## src/rtl/uart_recv.sv

```systemverilog
// uart_recv: 16x-oversampled 8N1 UART receiver with mid-bit 3-sample majority
// voting and a runtime-selectable baud code.
// Optional build macro UART_RECV_PARITY_EN adds an even-parity bit after data
// bit 7 and a parity_err output.
module uart_recv #(
   parameter int SYNC_STAGES = 2
) (
   input  logic       clk_50mhz,
   input  logic       rst,
   input  logic [2:0] baud,
   input  logic       rx_line,
   output logic [7:0] rx_data,
   output logic       rx_done,
   output logic       rx_state,
`ifdef UART_RECV_PARITY_EN
   output logic       parity_err,
`endif
   output logic       frame_err
);

`ifdef UART_RECV_PARITY_EN
   typedef enum logic [2:0] {IDLE, START, DATA, PARITY, STOP} state_t;
`else
   typedef enum logic [2:0] {IDLE, START, DATA, STOP} state_t;
`endif

   // Divider terminal count for a baud code; the counter runs 0..N inclusive.
   function automatic logic [12:0] term_of(input logic [2:0] code);
      case (code)
         3'd1:    term_of = 13'd162;
         3'd2:    term_of = 13'd80;
         3'd3:    term_of = 13'd53;
         3'd4:    term_of = 13'd26;
         default: term_of = 13'd325;
      endcase
   endfunction

   // Two-out-of-three vote over the mid-bit samples.
   function automatic logic maj3(input logic a, input logic b, input logic c);
      maj3 = (a & b) | (a & c) | (b & c);
   endfunction

   logic [SYNC_STAGES-1:0] sync_q;
   logic                   rx_s;
   logic                   rx_s_prev;
   logic                   fall;
   logic [12:0]            term_q;
   logic [12:0]            div_cnt;
   logic                   sub_tick;
   logic [3:0]             sub_cnt;
   logic [1:0]             samp_q;
   logic [2:0]             bit_idx;
   logic [7:0]             shift_q;
   logic                   mid_tick;
   logic                   bit_end;
   logic                   vote;
   logic                   done_d;
   logic                   ferr_d;
   state_t                 state_q;
   state_t                 state_d;
`ifdef UART_RECV_PARITY_EN
   logic                   par_q;
   logic                   perr_d;
`endif

   assign rx_s     = sync_q[SYNC_STAGES-1];
   assign fall     = rx_s_prev & ~rx_s;
   assign sub_tick = (state_q != IDLE) && (div_cnt == term_q);
   assign mid_tick = sub_tick && (sub_cnt == 4'd9);
   assign bit_end  = sub_tick && (sub_cnt == 4'd15);
   assign vote     = maj3(samp_q[0], samp_q[1], rx_s);

   // Metastability synchroniser and edge-detect history; idles high.
   always_ff @(posedge clk_50mhz or posedge rst) begin
      if (rst) begin
         sync_q    <= '1;
         rx_s_prev <= 1'b1;
      end else begin
         sync_q    <= {sync_q[SYNC_STAGES-2:0], rx_line};
         rx_s_prev <= rx_s;
      end
   end

   // Baud capture on start edge, sub-tick divider and 16x sub-counter.
   always_ff @(posedge clk_50mhz or posedge rst) begin
      if (rst) begin
         term_q  <= '0;
         div_cnt <= '0;
         sub_cnt <= '0;
      end else begin
         if (state_q == IDLE && fall)
            term_q <= term_of(baud);
         if (state_q == IDLE || sub_tick)
            div_cnt <= '0;
         else
            div_cnt <= div_cnt + 13'd1;
         if (state_q == IDLE)
            sub_cnt <= '0;
         else if (sub_tick)
            sub_cnt <= sub_cnt + 4'd1;
      end
   end

   // Mid-bit samples, bit index and LSB-first shift register.
   always_ff @(posedge clk_50mhz or posedge rst) begin
      if (rst) begin
         samp_q  <= '0;
         bit_idx <= '0;
         shift_q <= '0;
`ifdef UART_RECV_PARITY_EN
         par_q   <= 1'b0;
`endif
      end else begin
         if (sub_tick && sub_cnt == 4'd7)
            samp_q[0] <= rx_s;
         if (sub_tick && sub_cnt == 4'd8)
            samp_q[1] <= rx_s;
         if (state_q == START && bit_end)
            bit_idx <= '0;
         else if (state_q == DATA && bit_end)
            bit_idx <= bit_idx + 3'd1;
         if (state_q == DATA && mid_tick)
            shift_q <= {vote, shift_q[7:1]};
`ifdef UART_RECV_PARITY_EN
         if (state_q == PARITY && mid_tick)
            par_q <= vote;
`endif
      end
   end

   // FSM state register.
   always_ff @(posedge clk_50mhz or posedge rst) begin
      if (rst)
         state_q <= IDLE;
      else
         state_q <= state_d;
   end

   // FSM next-state and frame-outcome decode.
   always_comb begin
      state_d = state_q;
      done_d  = 1'b0;
      ferr_d  = 1'b0;
`ifdef UART_RECV_PARITY_EN
      perr_d  = 1'b0;
`endif
      case (state_q)
         IDLE: begin
            if (fall)
               state_d = START;
         end
         START: begin
            if (mid_tick && vote)
               state_d = IDLE;
            else if (bit_end)
               state_d = DATA;
         end
         DATA: begin
            if (bit_end && bit_idx == 3'd7)
`ifdef UART_RECV_PARITY_EN
               state_d = PARITY;
`else
               state_d = STOP;
`endif
         end
`ifdef UART_RECV_PARITY_EN
         PARITY: begin
            if (bit_end)
               state_d = STOP;
         end
`endif
         STOP: begin
            if (mid_tick) begin
               state_d = IDLE;
               ferr_d  = ~vote;
`ifdef UART_RECV_PARITY_EN
               perr_d  = ^{shift_q, par_q};
               done_d  = vote & ~perr_d;
`else
               done_d  = vote;
`endif
            end
         end
         default: state_d = IDLE;
      endcase
   end

   // Registered outputs: strobes, busy flag and received byte.
   always_ff @(posedge clk_50mhz or posedge rst) begin
      if (rst) begin
         rx_data    <= 8'h00;
         rx_done    <= 1'b0;
         rx_state   <= 1'b0;
         frame_err  <= 1'b0;
`ifdef UART_RECV_PARITY_EN
         parity_err <= 1'b0;
`endif
      end else begin
         rx_done    <= done_d;
         frame_err  <= ferr_d;
         rx_state   <= (state_d != IDLE);
`ifdef UART_RECV_PARITY_EN
         parity_err <= perr_d;
`endif
         if (done_d)
            rx_data <= shift_q;
      end
   end

endmodule

```

## config.mk

```make
export PLATFORM = sky130hd
export DESIGN_NAME = uart_recv
export DESIGN_NICKNAME = d
export VERILOG_FILES = /design/src/rtl/uart_recv.sv
export SDC_FILE = /design/constraint.sdc
export NUM_CORES = 1
export LEC_CHECK = 0
export BUFFER_PORTS_ARGS = -buffer_cell sky130_fd_sc_hd__buf_2
export CAP_MARGIN = 40
export CORE_UTILIZATION = 38
export CTS_BUF_LIST = sky130_fd_sc_hd__clkbuf_8 sky130_fd_sc_hd__clkbuf_16
export DETAILED_ROUTE_END_ITERATION = 10
export SYNTH_ARGS = -nofsm -noshare
export SYNTH_HDL_FRONTEND = slang
export SYNTH_SLANG_ARGS = --single-unit
```

## constraint.sdc

```tcl
create_clock -name clk_50mhz -period 4.63 [get_ports clk_50mhz]
set_input_delay 0.926 -clock clk_50mhz [delete_from_list [all_inputs] [get_ports clk_50mhz]]
set_output_delay 0.926 -clock clk_50mhz [all_outputs]
set_load 0.02 [all_outputs]
```

# [Word-level counts from Yosys, hierarchy flattened]
# Index checks and enable logic that the tools add are counted.
[word_totals] out_inout_bits=11 in_bits=6 regBits=60
[op_classes] n_addsub=3 n_reduce_logical=17 bitwise=8 n_eq_ne=13 n_mux=16
[op_table] cell="case mux 9 bit (4 select lines)" n=1
[op_table] cell="2-to-1 mux 3 bit" n=7
[op_table] cell="adder 13 x 1 -> 13 bit (second input constant)" n=1
[op_table] cell="equality test 13 bit" n=1
[op_table] cell="2-to-1 mux 13 bit" n=1
[op_table] cell="equality test 3 x 2 -> 1 bit (second input constant)" n=4
[op_table] cell="equality test 4 bit (second input constant)" n=3
[op_table] cell="case mux 3 bit (4 select lines)" n=1
[op_table] cell="logical AND 1 bit" n=11
[op_table] cell="2-to-1 mux 4 bit" n=2
[op_table] cell="equality test 3 x 1 -> 1 bit (second input constant)" n=2
[op_table] cell="equality test 3 bit (second input constant)" n=2
[op_table] cell="nonzero test 3 bit" n=2
[op_table] cell="adder 4 x 1 -> 4 bit (second input constant)" n=1
[op_table] cell="bitwise AND 1 bit" n=4
[op_table] cell="equality test 4 x 3 -> 1 bit (second input constant)" n=1
[op_table] cell="2-to-1 mux 1 bit" n=4
[op_table] cell="nonzero test 2 bit" n=2
[op_table] cell="adder 3 x 1 -> 3 bit (second input constant)" n=1
[op_table] cell="zero test 3 bit" n=1
[op_table] cell="NOT 1 bit" n=2
[op_table] cell="bitwise OR 1 bit" n=2
[op_table] cell="logical OR 1 bit" n=1

# [Longest topological paths before layout]
[logic_depth] ltp_word=7 mapped_depth=6

# [Worst setup path after synthesis]
# No wires, ideal clock.
[synth_path] path_kind="register -> register" start="register div_cnt[9]" end="register rx_data[0]" arrival_time_ps=1715 slack_ps=2790 path_stages_with_launch=6 n_path_buf=0 required_time_ps=4505 setup_time_ps=125 cell_sequence="dfrtp_1 nor4_4 nand4_2 nor3_4 nand4_2 mux2_2"
[synth_via] elab_chain_len=5
[synth_rtl] element="from (decl)" line="48" rtl="logic [12:0] div_cnt;"
[synth_rtl] element="from (signal assigned)" line="96" rtl="div_cnt <= div_cnt + 13'd1;"
[synth_rtl] element="equality test 13 bit" line="68" rtl="assign sub_tick = (state_q != IDLE) && (div_cnt == term_q);"
[synth_rtl] element="logical AND 1 bit" line="68"
[synth_rtl] element="logical AND 1 bit" line="69" rtl="assign mid_tick = sub_tick && (sub_cnt == 4'd9);"
[synth_rtl] element="2-to-1 mux 1 bit" line="173" rtl="if (mid_tick) begin"
[synth_rtl] element="2-to-1 mux 1 bit" line="147" rtl="case (state_q)"
[synth_rtl] element="to (signal assigned)" line="206" rtl="rx_data <= shift_q;"
[synth_rtl] element="to (decl)" line="12" rtl="output logic [7:0] rx_data,"
# No other way between the ends.
# A chain may end at the register's enable or synchronous reset.

# [Worst setup path after layout]
[layout_path] start="register div_cnt[9]" end="register rx_data[4]"
# Same word-level chain as after synthesis.

==> impl.org <==
** Place
- At the end of routability-driven placement, the weighted congestion stood at 0.835.
- Buffers placed on the I/O ports in this run total 16.
- Cell Count Post-Placement :: 323
- Post-DP HPWL :: 3300 um

** STA
- Setup violations, final :: 0
- Final Hold Viols :: 0
- Worst-Margin Slew :: 0.714 ns
- Setup repair after global routing left no endpoint under its margin.
- The tightest hold path in the finished design has a slack of 0.362 ns.
- Post-route clock period utilization :: 51.4%
- The clock arrives with 0.00368 ns of skew.
- Final setup TNS :: 0 ns
- Tmin final :: 2.38 ns
- In this run the tightest slew margin relative to its limit is 52.0%.
- The final count of pins violating max slew was 0.
- Maximum clock frequency :: 0.421 GHz

** Critical path
- CP Capture Type :: flip-flop
- At the worst endpoint, the arrival time is 2.58 ns.
- Critical path class :: flip-flop to flip-flop
- WP data required :: 4.83 ns
- Maximum fanout count along the critical path :: 14
- STA classifies the critical path startpoint as a flip-flop.

** Global routing
- For this run, the total global-route usage over all layers was measured as 14.1%.
- Final global-route overflow total :: 0
- The via count of the first global-routing pass is 1615.
- Global-route wire length before repair :: 8020 um
- Entering global routing, the biggest net connects 56 pins.
- The initial antenna violation count is 0.

** Final layout
- The library cell used most frequently in the layout, excluding fill and tap cells, is sky130_fd_sc_hd__dfrtp_1.
- Count of placed standard cells in the final layout, fillers left out :: 331
- Relative to the synthesized area, the layout overhead comes to 10.5%.
- Commonest cells after routing, fill and taps aside :: sky130_fd_sc_hd__dfrtp_1 (52), sky130_fd_sc_hd__nand2_1 (22), sky130_fd_sc_hd__nor2_1 (22)
- ANT cells :: 0
- Number of fill cells :: 622
- End-of-flow core utilization :: 44.6%
- Share of post-route cells with drive strength above 1 :: 22.4%
- Net count reported at finish :: 265

** Detailed routing
- Once detail routing completed, the nets flagged for antenna violations numbered 0.
- The detailed router placed 1707 vias in this run.
- Dividing the detail-routed wire length by the instance count gives 13.9 um.
- Drt first pass iters :: 5
- Via density per instance :: 5.16
- Wire length after detailed routing :: 4620 um
- 1st-iter DRT viols :: 65
- DRC violation count after routing :: 0

** Min path
- Hold Path Class :: flip-flop to flip-flop

** Pwr
- Of the total power, the share spent switching nets is 26.3%.
- The analysis attributes to net switching a power of 0.263 mW.
- Pwr/cell area :: 343 nW/um^2
- Clock share of power :: 33.6%
- Across the VDD grid, the largest voltage drop is 0.199 mV.
- Summed over all cells, the static leakage comes to 1.42 nW.
- Of the total power, combinational logic draws 12.8%.
- Registers are responsible for 53.7% of the overall power.
- Internal :: 0.736 mW

** Synthesis
- Counting flops with a built-in enable in the synthesized netlist gives 0.
- Most used flip-flop cell after synthesis :: sky130_fd_sc_hd__dfrtp_1
- Avg Synthesized Cell Area :: 11.3 sq um
- During synthesis, Yosys emitted a total of 0 warnings.
- Synthesis handed over a netlist of 234 instances.
- Area share of fa/ha/maj cells after synthesis :: 3.23%
- Of the total synthesized cell area, the portion taken by XOR and XNOR cells is 7.31%.
- Simple-gate share of the synthesized area :: 20.3%
- In the synthesized netlist, mux cells make up 9.64% of the area.
- Post-synthesis async set-or-reset flop share :: 100%
- The netlist uses 43 different library cells.
- After synthesis, the largest family of logic cells by area is simple AND/OR/NAND/NOR gates.
- Post-Syn Area :: 2640 sq um
- Share of synthesized area occupied by flip-flops and latches :: 52.4%
- Counting flops and latches in the post-synthesis netlist gives 55.
- Summing the areas of all compound-gate instances in the mapped netlist gives 5.08% of the synthesized area.
- Synthesis produced a netlist with a net count of 246.

** Clock network
- H-Tree Depth :: 2
- CTS sink cnt :: 55
- Maximum buffer depth of the clock tree :: 2
- For this design, the CTS-stage hold fixing added 0 buffers.
- Post-CTS clock slew at the launch and capture registers of the worst setup and hold paths :: 0.10 ns
- Inserted Clock Buffers :: 5
- Quantity of gates resized following cts :: 0
- After clock tree synthesis, the setup repair step added 0 buffers.
- Clk root buf :: sky130_fd_sc_hd__clkbuf_8
- TritonCTS built the clock tree.
- Clock latency on the worst-skew pair :: 0.31 ns

** Run
- Total of max-cap violations :: 0

** Floorplanning
- Die X :: 85.3 um
- Die height :: 85.3 um
- The floorplan step defined a die boundary enclosing 7270 sq um.
- Initial core utilization :: 40.3%
- # rows :: 29
- Pin placement for this block handled 17 I/O pins.
- Core Footprint :: 6530 sq um

** Run status
- Outcome :: complete, no violations
-- metal layers --
metal,global-route usage [%],vias up,wire length [um]
met4,5.91,0,76
met1,21.0,820,2450
met5,0,-,0
met3,3.02,5,107
met2,19.6,23,1980
li1,-,859,-
-- critical path, cell delays in order, from the launching register on --
cell and delay (ns):
sky130_fd_sc_hd__dfrtp_1 0.45, sky130_fd_sc_hd__nor4_4 0.33, sky130_fd_sc_hd__nand4_2 0.19, sky130_fd_sc_hd__nor3_4 0.54, sky130_fd_sc_hd__nand4_2 0.38, sky130_fd_sc_hd__mux2_2 0.38
-- registers in the layout (all words and copies together) (netlist names), 3 cells and up --
name,count
rx_data,8
term_q,8
shift_q,8
div_cnt,13
bit_idx,3
state_q,3
sub_cnt,4
-- through the flow --
stage | power (mW) | worst slack (ns) | area [sq um]
2_1_floorplan | 0.644 | 2.37 | 2640
6_report | 0.999 | 2.25 | 2910
3_3_place_gp | 0.672 | 2.31 | 2790
5_1_grt | 1.05 | 2.06 | 2910
3_5_place_dp | 0.675 | 2.26 | 2790
4_1_cts | 1.01 | 2.25 | 2910
-- kinds of logic after synthesis --
logic type,after synthesis
AOI/OAI and AO/OA,20
other,1
xor gates and xnor gates,22
muxes,23
and+or+nand+nor,95
adders and majority gates,7
DFF,55
buffers and inverters,11
-- path summary, 6_finish.rpt --
kind / cells past startpoint / end / from / slack [ns]
hold reg to reg: 0 / sync_q[1]$_DFF_PP1_ / sync_q[0]$_DFF_PP1_ / 0.36
min in group asynchronous: 3 / term_q[7]$_DFFE_PP0P_ / rst / 0.80
setup / recovery: 5 / rx_data[4]$_DFFE_PP0P_ / div_cnt[9]$_DFF_PP0_ / 2.25
setup reg to reg: 5 / rx_data[4]$_DFFE_PP0P_ / div_cnt[9]$_DFF_PP0_ / 2.25
hold / removal: 0 / sync_q[1]$_DFF_PP1_ / sync_q[0]$_DFF_PP1_ / 0.36
max in group asynchronous: 3 / bit_idx[2]$_DFFE_PP0P_ / rst / 3.39
-- cell usage after synthesis (all sizes together) (4+ instances only) --
master	number	area [sq um]
and3	7	45.1
nand3	6	35.0
nor2	22	82.6
mux2i	4	40.0
inv	6	22.5
mux2	19	214
o21ai	6	30.0
a21oi	5	25.0
ha	6	75.1
nand2	22	82.6
nand4	10	75.1
nand2b	5	31.3
nor3	4	31.3
dfrtp	52	1300
nor4	4	40.0
xnor2	13	114
xor2	9	78.8
-- power groups by stage --
stage	Sequential (mW)	Combinational (mW)	Clock [mW]
after floorplan	0.538	0.106	0
after global routing	0.541	0.144	0.363
after detailed placement	0.546	0.129	0
final	0.536	0.128	0.335
after CTS	0.536	0.129	0.345
after global placement	0.545	0.126	0
-- layout make-up --
class / instances / area (sq um) / area share, %
Sequential cell: 55 / 1380 / 47.4
Multi-Input combinational cell: 168 / 1200 / 41.4
Tap cell: 77 / 96.3 / 3.31
Timing Repair Buffer: 17 / 87.6 / 3.01
Clock buffer: 6 / 82.6 / 2.84
Clock inverter: 2 / 38.8 / 1.33
Inverter: 6 / 22.5 / 0.773
No activity file was read; power rests on OpenSTA's default activity.
